===== config.mk =====
export PLATFORM = sky130hd
export DESIGN_NAME = risc_forwarding_unit
export DESIGN_NICKNAME = d
export VERILOG_FILES = /design/src/rtl/risc_forwarding_unit.sv
export SDC_FILE = /design/constraint.sdc
export NUM_CORES = 1
export LEC_CHECK = 0
export CAP_MARGIN = 20
export CELL_PAD_IN_SITES_DETAIL_PLACEMENT = 1
export CELL_PAD_IN_SITES_GLOBAL_PLACEMENT = 2
export CORE_ASPECT_RATIO = 1.2
export CORE_MARGIN = 2
export CORE_UTILIZATION = 22
export CTS_BUF_LIST = sky130_fd_sc_hd__clkbuf_4 sky130_fd_sc_hd__clkbuf_8
export DETAILED_ROUTE_END_ITERATION = 12
export HOLD_SLACK_MARGIN = 0.15
export PLACE_DENSITY_LB_ADDON = 0.1
export SLEW_MARGIN = 40
export SYNTH_ARGS = -nofsm -noshare
export SYNTH_HDL_FRONTEND = slang
export SYNTH_SLANG_ARGS = --single-unit

===== constraint.sdc =====
create_clock -name clk -period 3.6 [get_ports clk]
set_input_delay 0.36 -clock clk [delete_from_list [all_inputs] [get_ports clk]]
set_output_delay 0.36 -clock clk [all_outputs]
set_load 0.03 [all_outputs]

===== src/rtl/risc_forwarding_unit.sv =====
// risc_forwarding_unit
//
// Operand-forwarding block at the decode/execute boundary of the 16-bit
// pipelined RISC core. For each of the two source operands it checks whether
// the execute-stage or memory-stage instruction is about to write that
// register and, if so, supplies the in-flight value and a bypass select.
// Two saturating counters record how many operands were forwarded from each
// stage, for performance observation.
//
// Ports:
//   clk, rst                  clock and synchronous active-high reset
//                             (reset affects the counters only)
//   wbExecute, addressExecute, valueExecute   execute-stage producer
//   wbMemo, addressMemo, valueMemo             memory-stage producer
//   sourceAddress1/2          source-operand register addresses
//   result1/2, ctrl1/2        forwarded value and bypass select per operand
//                             (purely combinational)
//   fwdExCount, fwdMemCount   saturating forward-event counters

module risc_forwarding_unit (
  input  logic        clk,
  input  logic        rst,
  input  logic        wbExecute,
  input  logic [2:0]  addressExecute,
  input  logic [15:0] valueExecute,
  input  logic        wbMemo,
  input  logic [2:0]  addressMemo,
  input  logic [15:0] valueMemo,
  input  logic [2:0]  sourceAddress1,
  input  logic [2:0]  sourceAddress2,
  output logic [15:0] result1,
  output logic        ctrl1,
  output logic [15:0] result2,
  output logic        ctrl2,
  output logic [15:0] fwdExCount,
  output logic [15:0] fwdMemCount
);

  logic [1:0][2:0]  srcAddr;
  logic [1:0]       hitEx;
  logic [1:0]       hitMem;
  logic [1:0]       fromEx;   // operand actually sourced from execute stage
  logic [1:0]       fromMem;  // operand actually sourced from memory stage
  logic [1:0][15:0] fwdValue;
  logic [1:0]       fwdSel;

  assign srcAddr[0] = sourceAddress1;
  assign srcAddr[1] = sourceAddress2;

  // Identical forwarding logic per operand. Execute stage wins over memory
  // stage because it holds the younger (more recent) write to the register.
  genvar gi;
  generate
    for (gi = 0; gi < 2; gi++) begin : gOperand
      assign hitEx[gi]    = wbExecute && (addressExecute == srcAddr[gi]);
      assign hitMem[gi]   = wbMemo && (addressMemo == srcAddr[gi]);
      assign fromEx[gi]   = hitEx[gi];
      assign fromMem[gi]  = hitMem[gi] && !hitEx[gi];
      assign fwdSel[gi]   = hitEx[gi] || hitMem[gi];
      assign fwdValue[gi] = hitEx[gi]  ? valueExecute :
                            hitMem[gi] ? valueMemo    : 16'h0000;
    end
  endgenerate

  assign result1 = fwdValue[0];
  assign ctrl1   = fwdSel[0];
  assign result2 = fwdValue[1];
  assign ctrl2   = fwdSel[1];

  // Counter increments are 0..2 per cycle; a 17-bit sum exposes the carry
  // so the counters clamp at 16'hFFFF instead of wrapping.
  logic [1:0]  exInc;
  logic [1:0]  memInc;
  logic [16:0] exSum;
  logic [16:0] memSum;
  logic [15:0] fwdExCountReg;
  logic [15:0] fwdMemCountReg;
  logic [15:0] fwdExCountNext;
  logic [15:0] fwdMemCountNext;

  assign exInc  = {1'b0, fromEx[0]}  + {1'b0, fromEx[1]};
  assign memInc = {1'b0, fromMem[0]} + {1'b0, fromMem[1]};
  assign exSum  = {1'b0, fwdExCountReg}  + {15'b0, exInc};
  assign memSum = {1'b0, fwdMemCountReg} + {15'b0, memInc};

  assign fwdExCountNext  = exSum[16]  ? 16'hFFFF : exSum[15:0];
  assign fwdMemCountNext = memSum[16] ? 16'hFFFF : memSum[15:0];

  always_ff @(posedge clk) begin
    if (rst) begin
      fwdExCountReg  <= 16'h0000;
      fwdMemCountReg <= 16'h0000;
    end else begin
      fwdExCountReg  <= fwdExCountNext;
      fwdMemCountReg <= fwdMemCountNext;
    end
  end

  assign fwdExCount  = fwdExCountReg;
  assign fwdMemCount = fwdMemCountReg;

endmodule


==> results.py <==
metrics = {
    "status": {
        "status": "finished, final reports clean",
    },
    "routing": {
        "drt-total-wl_um": 6890,
        "vias": 2128,
        "vias_per_cell": 4.67,
        "drt-initial-drc-count": 35,
        "routedWlPerCell_um": 15.1,
        "firstDrtPassIters": 4,
        "drc": 0,
        "antenna_left": 0,
    },
    "hold_path": {
        "hold_end": "fwdExCount[3]",
        "min_from": "rst",
        "hp-class": "in2reg",
        "holdPathStages": 2,
    },
    "power": {
        "vdd_drop_max_uv": 157,
        "p_leak_nw": 1.16,
        "p_per_area_nw_per_um2": 262,
    },
    "synthesis": {
        "synth_cells": 221,
        "ys_seq_area_frac": 0.315,
        "synthesis.area_um2": 2030,
        "yosysWarnings": 0,
        "synth_cell_types": 37,
        "syn_area_per_cell_um2": 9.20,
        "syn_nets": 273,
        "synth-seq-cells": 32,
    },
    "clock_network": {
        "h-tree-depth": 2,
        "cts.sink_count": 32,
        "cts_buffers": 5,
        "clk_path_buf_depth": 2,
        "cts_tree": "built",
        "cts.repair.resized": 0,
        "cts-root-buf": "clkbuf_8",
        "clock_latency_ns": 0.28,
        "cts_setup_buffers": 0,
        "ctsHoldBuffers": 0,
        "clkSlewWorstSetupHoldPaths_ns": 0.07,
    },
    "sta": {
        "min_period_ns": 2.96,
        "final.setup_skew_ns": 0.00283,
        "setup_viol": 0,
        "max_freq_ghz": 0.337,
        "finalCritPeriodShare": 0.823,
        "holdWs_ns": 0.563,
        "rsz0062_at_grt": "false",
        "hold_violations": 0,
        "maxSlewHeadroom": 0.625,
        "setup_tns_ns": 0,
        "worst-slew-pin-transition_ns": 0.563,
        "final_max_slew_viol_count": 0,
    },
    "floorplanning": {
        "io_pins": 114,
        "die_w_um": 91.8,
        "die_height_um": 109,
        "num_rows": 38,
        "initial_core_util": 0.225,
        "die_area_um2": 10000,
        "fp.coreArea_um2": 9030,
    },
    "setup_path": {
        "rrSetupSlack_ns": 1.37,
        "cp.arrival_ns": 3.17,
        "crit_fanout": 13,
        "crit_top_cell": "inv_1",
        "r2r_end": "fwdExCount[0]",
        "cpMaxStageDelayCell": "clkdlybuf4s50_1",
        "r2r_cells": 9,
        "slowest_delay_ns": 0.51,
        "reg2reg_from": "fwdExCount[0]",
        "critical_path_class": "in2reg",
        "start_kind": "input pin",
        "endpoint_kind": "register",
        "crit_chain": "clkdlybuf4s50_1 -> xnor2_1 -> and4_1 -> inv_1 -> fa_1 -> inv_1 -> ha_1 -> nand3_2 -> nor4_4 -> nand4_2 -> buf_4 -> a21oi_1",
        "crit_required_ns": 3.81,
    },
    "cells_and_area": {
        "fillers": 1054,
        "final_cell_mix": "clkdlybuf4s50_1 (112), a22o_1 (32), dfxtp_1 (32), xnor2_1 (26), a21oi_1 (18)",
        "final_nets": 388,
        "register_area_um2": 641,
        "final_core_util": 0.375,
        "final_common_cell": "clkdlybuf4s50_1",
        "drive_above_1_share": 0.107,
        "areaGrowthSynthToFinish_pct": 66.6,
        "multi_input_area_um2": 1280,
        "antennaDiodeCount": 0,
    },
    "placed_design": {
        "place_congestion": 0.699,
        "hpwlAfterDp_um": 5280,
        "io_buffers": 113,
    },
    "global_route": {
        "grt_pass1_vias": 2210,
        "grt.overflow.total": 0,
        "grt.total_usage": 0.137,
        "grt_max_degree": 28,
        "grt_pass1_wl_um": 11200,
        "antenna_found_initial": 0,
    },
    "flow_run": {
        "cap_violations": 0,
    },
}
==> cell type report <==
cell class                      instances  share of cell area
Clock buffer                            7              0.0284
Multi-Input combinational cell        166               0.379
Timing Repair Buffer                  119               0.346
Tap cell                              120              0.0443
Sequential cell                        32               0.189
Inverter                               12              0.0133
==> metal layers <==
| metal | share of wire | routed length (um) | vias up | track usage |
|---|---|---|---|---|
| li1 | - | - | 1046 | - |
| met1 | 0.47 | 3220 | 1003 | 0.181 |
| met2 | 0.47 | 3240 | 74 | 0.230 |
| met3 | 0.051 | 353 | 5 | 0.0226 |
| met4 | 0.012 | 82 | 0 | 0.0416 |
| met5 | 0 | 0 | - | 0 |
==> critical path, delay by kind of cell <==
family / cells / cell delay (ns)
XOR/XNOR: 1 / 0.14
adder cells (fa/ha/maj): 2 / 0.62
AO/OA/AOI/OAI: 1 / 0.15
AND/OR/NAND/NOR: 4 / 0.98
buffers and inverters: 4 / 0.92
==> logic make-up after synthesis <==
| group | synth area share |
|---|---|
| AO/OA/AOI/OAI | 0.257 |
| XOR/XNOR | 0.134 |
| adder cells (fa/ha/maj) | 0.0320 |
| buffers and inverters | 0.0529 |
| flip-flops | 0.315 |
| multiplexers | 0.00492 |
| AND/OR/NAND/NOR | 0.204 |
==> cell usage after synthesis <==
| library cell | count | share of area |
|---|---|---|
| buf_4 | 2 | 0.0074 |
| a211oi_1 | 3 | 0.011 |
| nor3_1 | 7 | 0.017 |
| nor2_1 | 9 | 0.017 |
| a31oi_1 | 2 | 0.0062 |
| fa_1 | 2 | 0.020 |
| and2_1 | 1 | 0.0031 |
| nand3_1 | 5 | 0.012 |
| clkbuf_1 | 2 | 0.0037 |
| a21oi_4 | 1 | 0.0080 |
| nand4_2 | 3 | 0.018 |
| a31o_2 | 2 | 0.0086 |
| nand4_1 | 6 | 0.018 |
| and4b_1 | 2 | 0.0098 |
| inv_1 | 12 | 0.022 |
| buf_6 | 1 | 0.0055 |
| mux2i_1 | 1 | 0.0049 |
| dfxtp_1 | 32 | 0.32 |
| buf_1 | 1 | 0.0018 |
| buf_2 | 5 | 0.012 |
| nor4_2 | 1 | 0.0062 |
| and4_1 | 5 | 0.022 |
| a22o_1 | 32 | 0.14 |
| nor3_4 | 1 | 0.0080 |
| nor4_1 | 3 | 0.0092 |
| and3_1 | 3 | 0.0092 |
| nor2_4 | 2 | 0.011 |
| xor2_1 | 5 | 0.022 |
| nor4_4 | 1 | 0.010 |
| xnor2_1 | 26 | 0.11 |
| a21oi_2 | 9 | 0.039 |
| nand3_2 | 2 | 0.0098 |
| nand2_1 | 10 | 0.018 |
| a21oi_1 | 18 | 0.044 |
| o21ai_0 | 1 | 0.0025 |
| ha_1 | 2 | 0.012 |
| nand4b_1 | 1 | 0.0043 |
==> metrics by stage <==
step | worst slack [ns] | area, um2 | cells | total power [mW]
floorplan | 0.793 | 2030 | 221 | 0.472
global placement | 0.343 | 3300 | 449 | 0.594
detailed placement | 0.328 | 3290 | 449 | 0.592
CTS | 0.619 | 3390 | 456 | 0.903
global route | 0.366 | 3390 | 456 | 0.927
finish | 0.636 | 3390 | 456 | 0.886
==> how the worst max path moves through the flow <==
stage | endpoint | slack, ns | cells after the start | start
floorplan | fwdExCount[2] | 0.79 | 13 | sourceAddress1[1]
global placement | fwdMemCount[0] | 0.34 | 10 | addressMemo[0]
detailed placement | fwdExCount[0] | 0.33 | 12 | sourceAddress1[1]
CTS | fwdExCount[0] | 0.62 | 12 | sourceAddress1[1]
global route | fwdMemCount[0] | 0.37 | 10 | addressMemo[1]
finish | fwdExCount[0] | 0.64 | 12 | sourceAddress1[1]
==> state kept, by name, summed over array words and instances, names as in the netlist <==
register / count
fwdMemCount: 16
fwdExCount: 16
==> report_power, final <==
part	internal, mW	switching [mW]	total, mW
Clock	0.170	0.133	0.303
Combinational	0.113	0.110	0.223
Sequential	0.357	0.00242	0.360
Total	0.641	0.246	0.886
No activity file was read; power rests on OpenSTA's default activity.
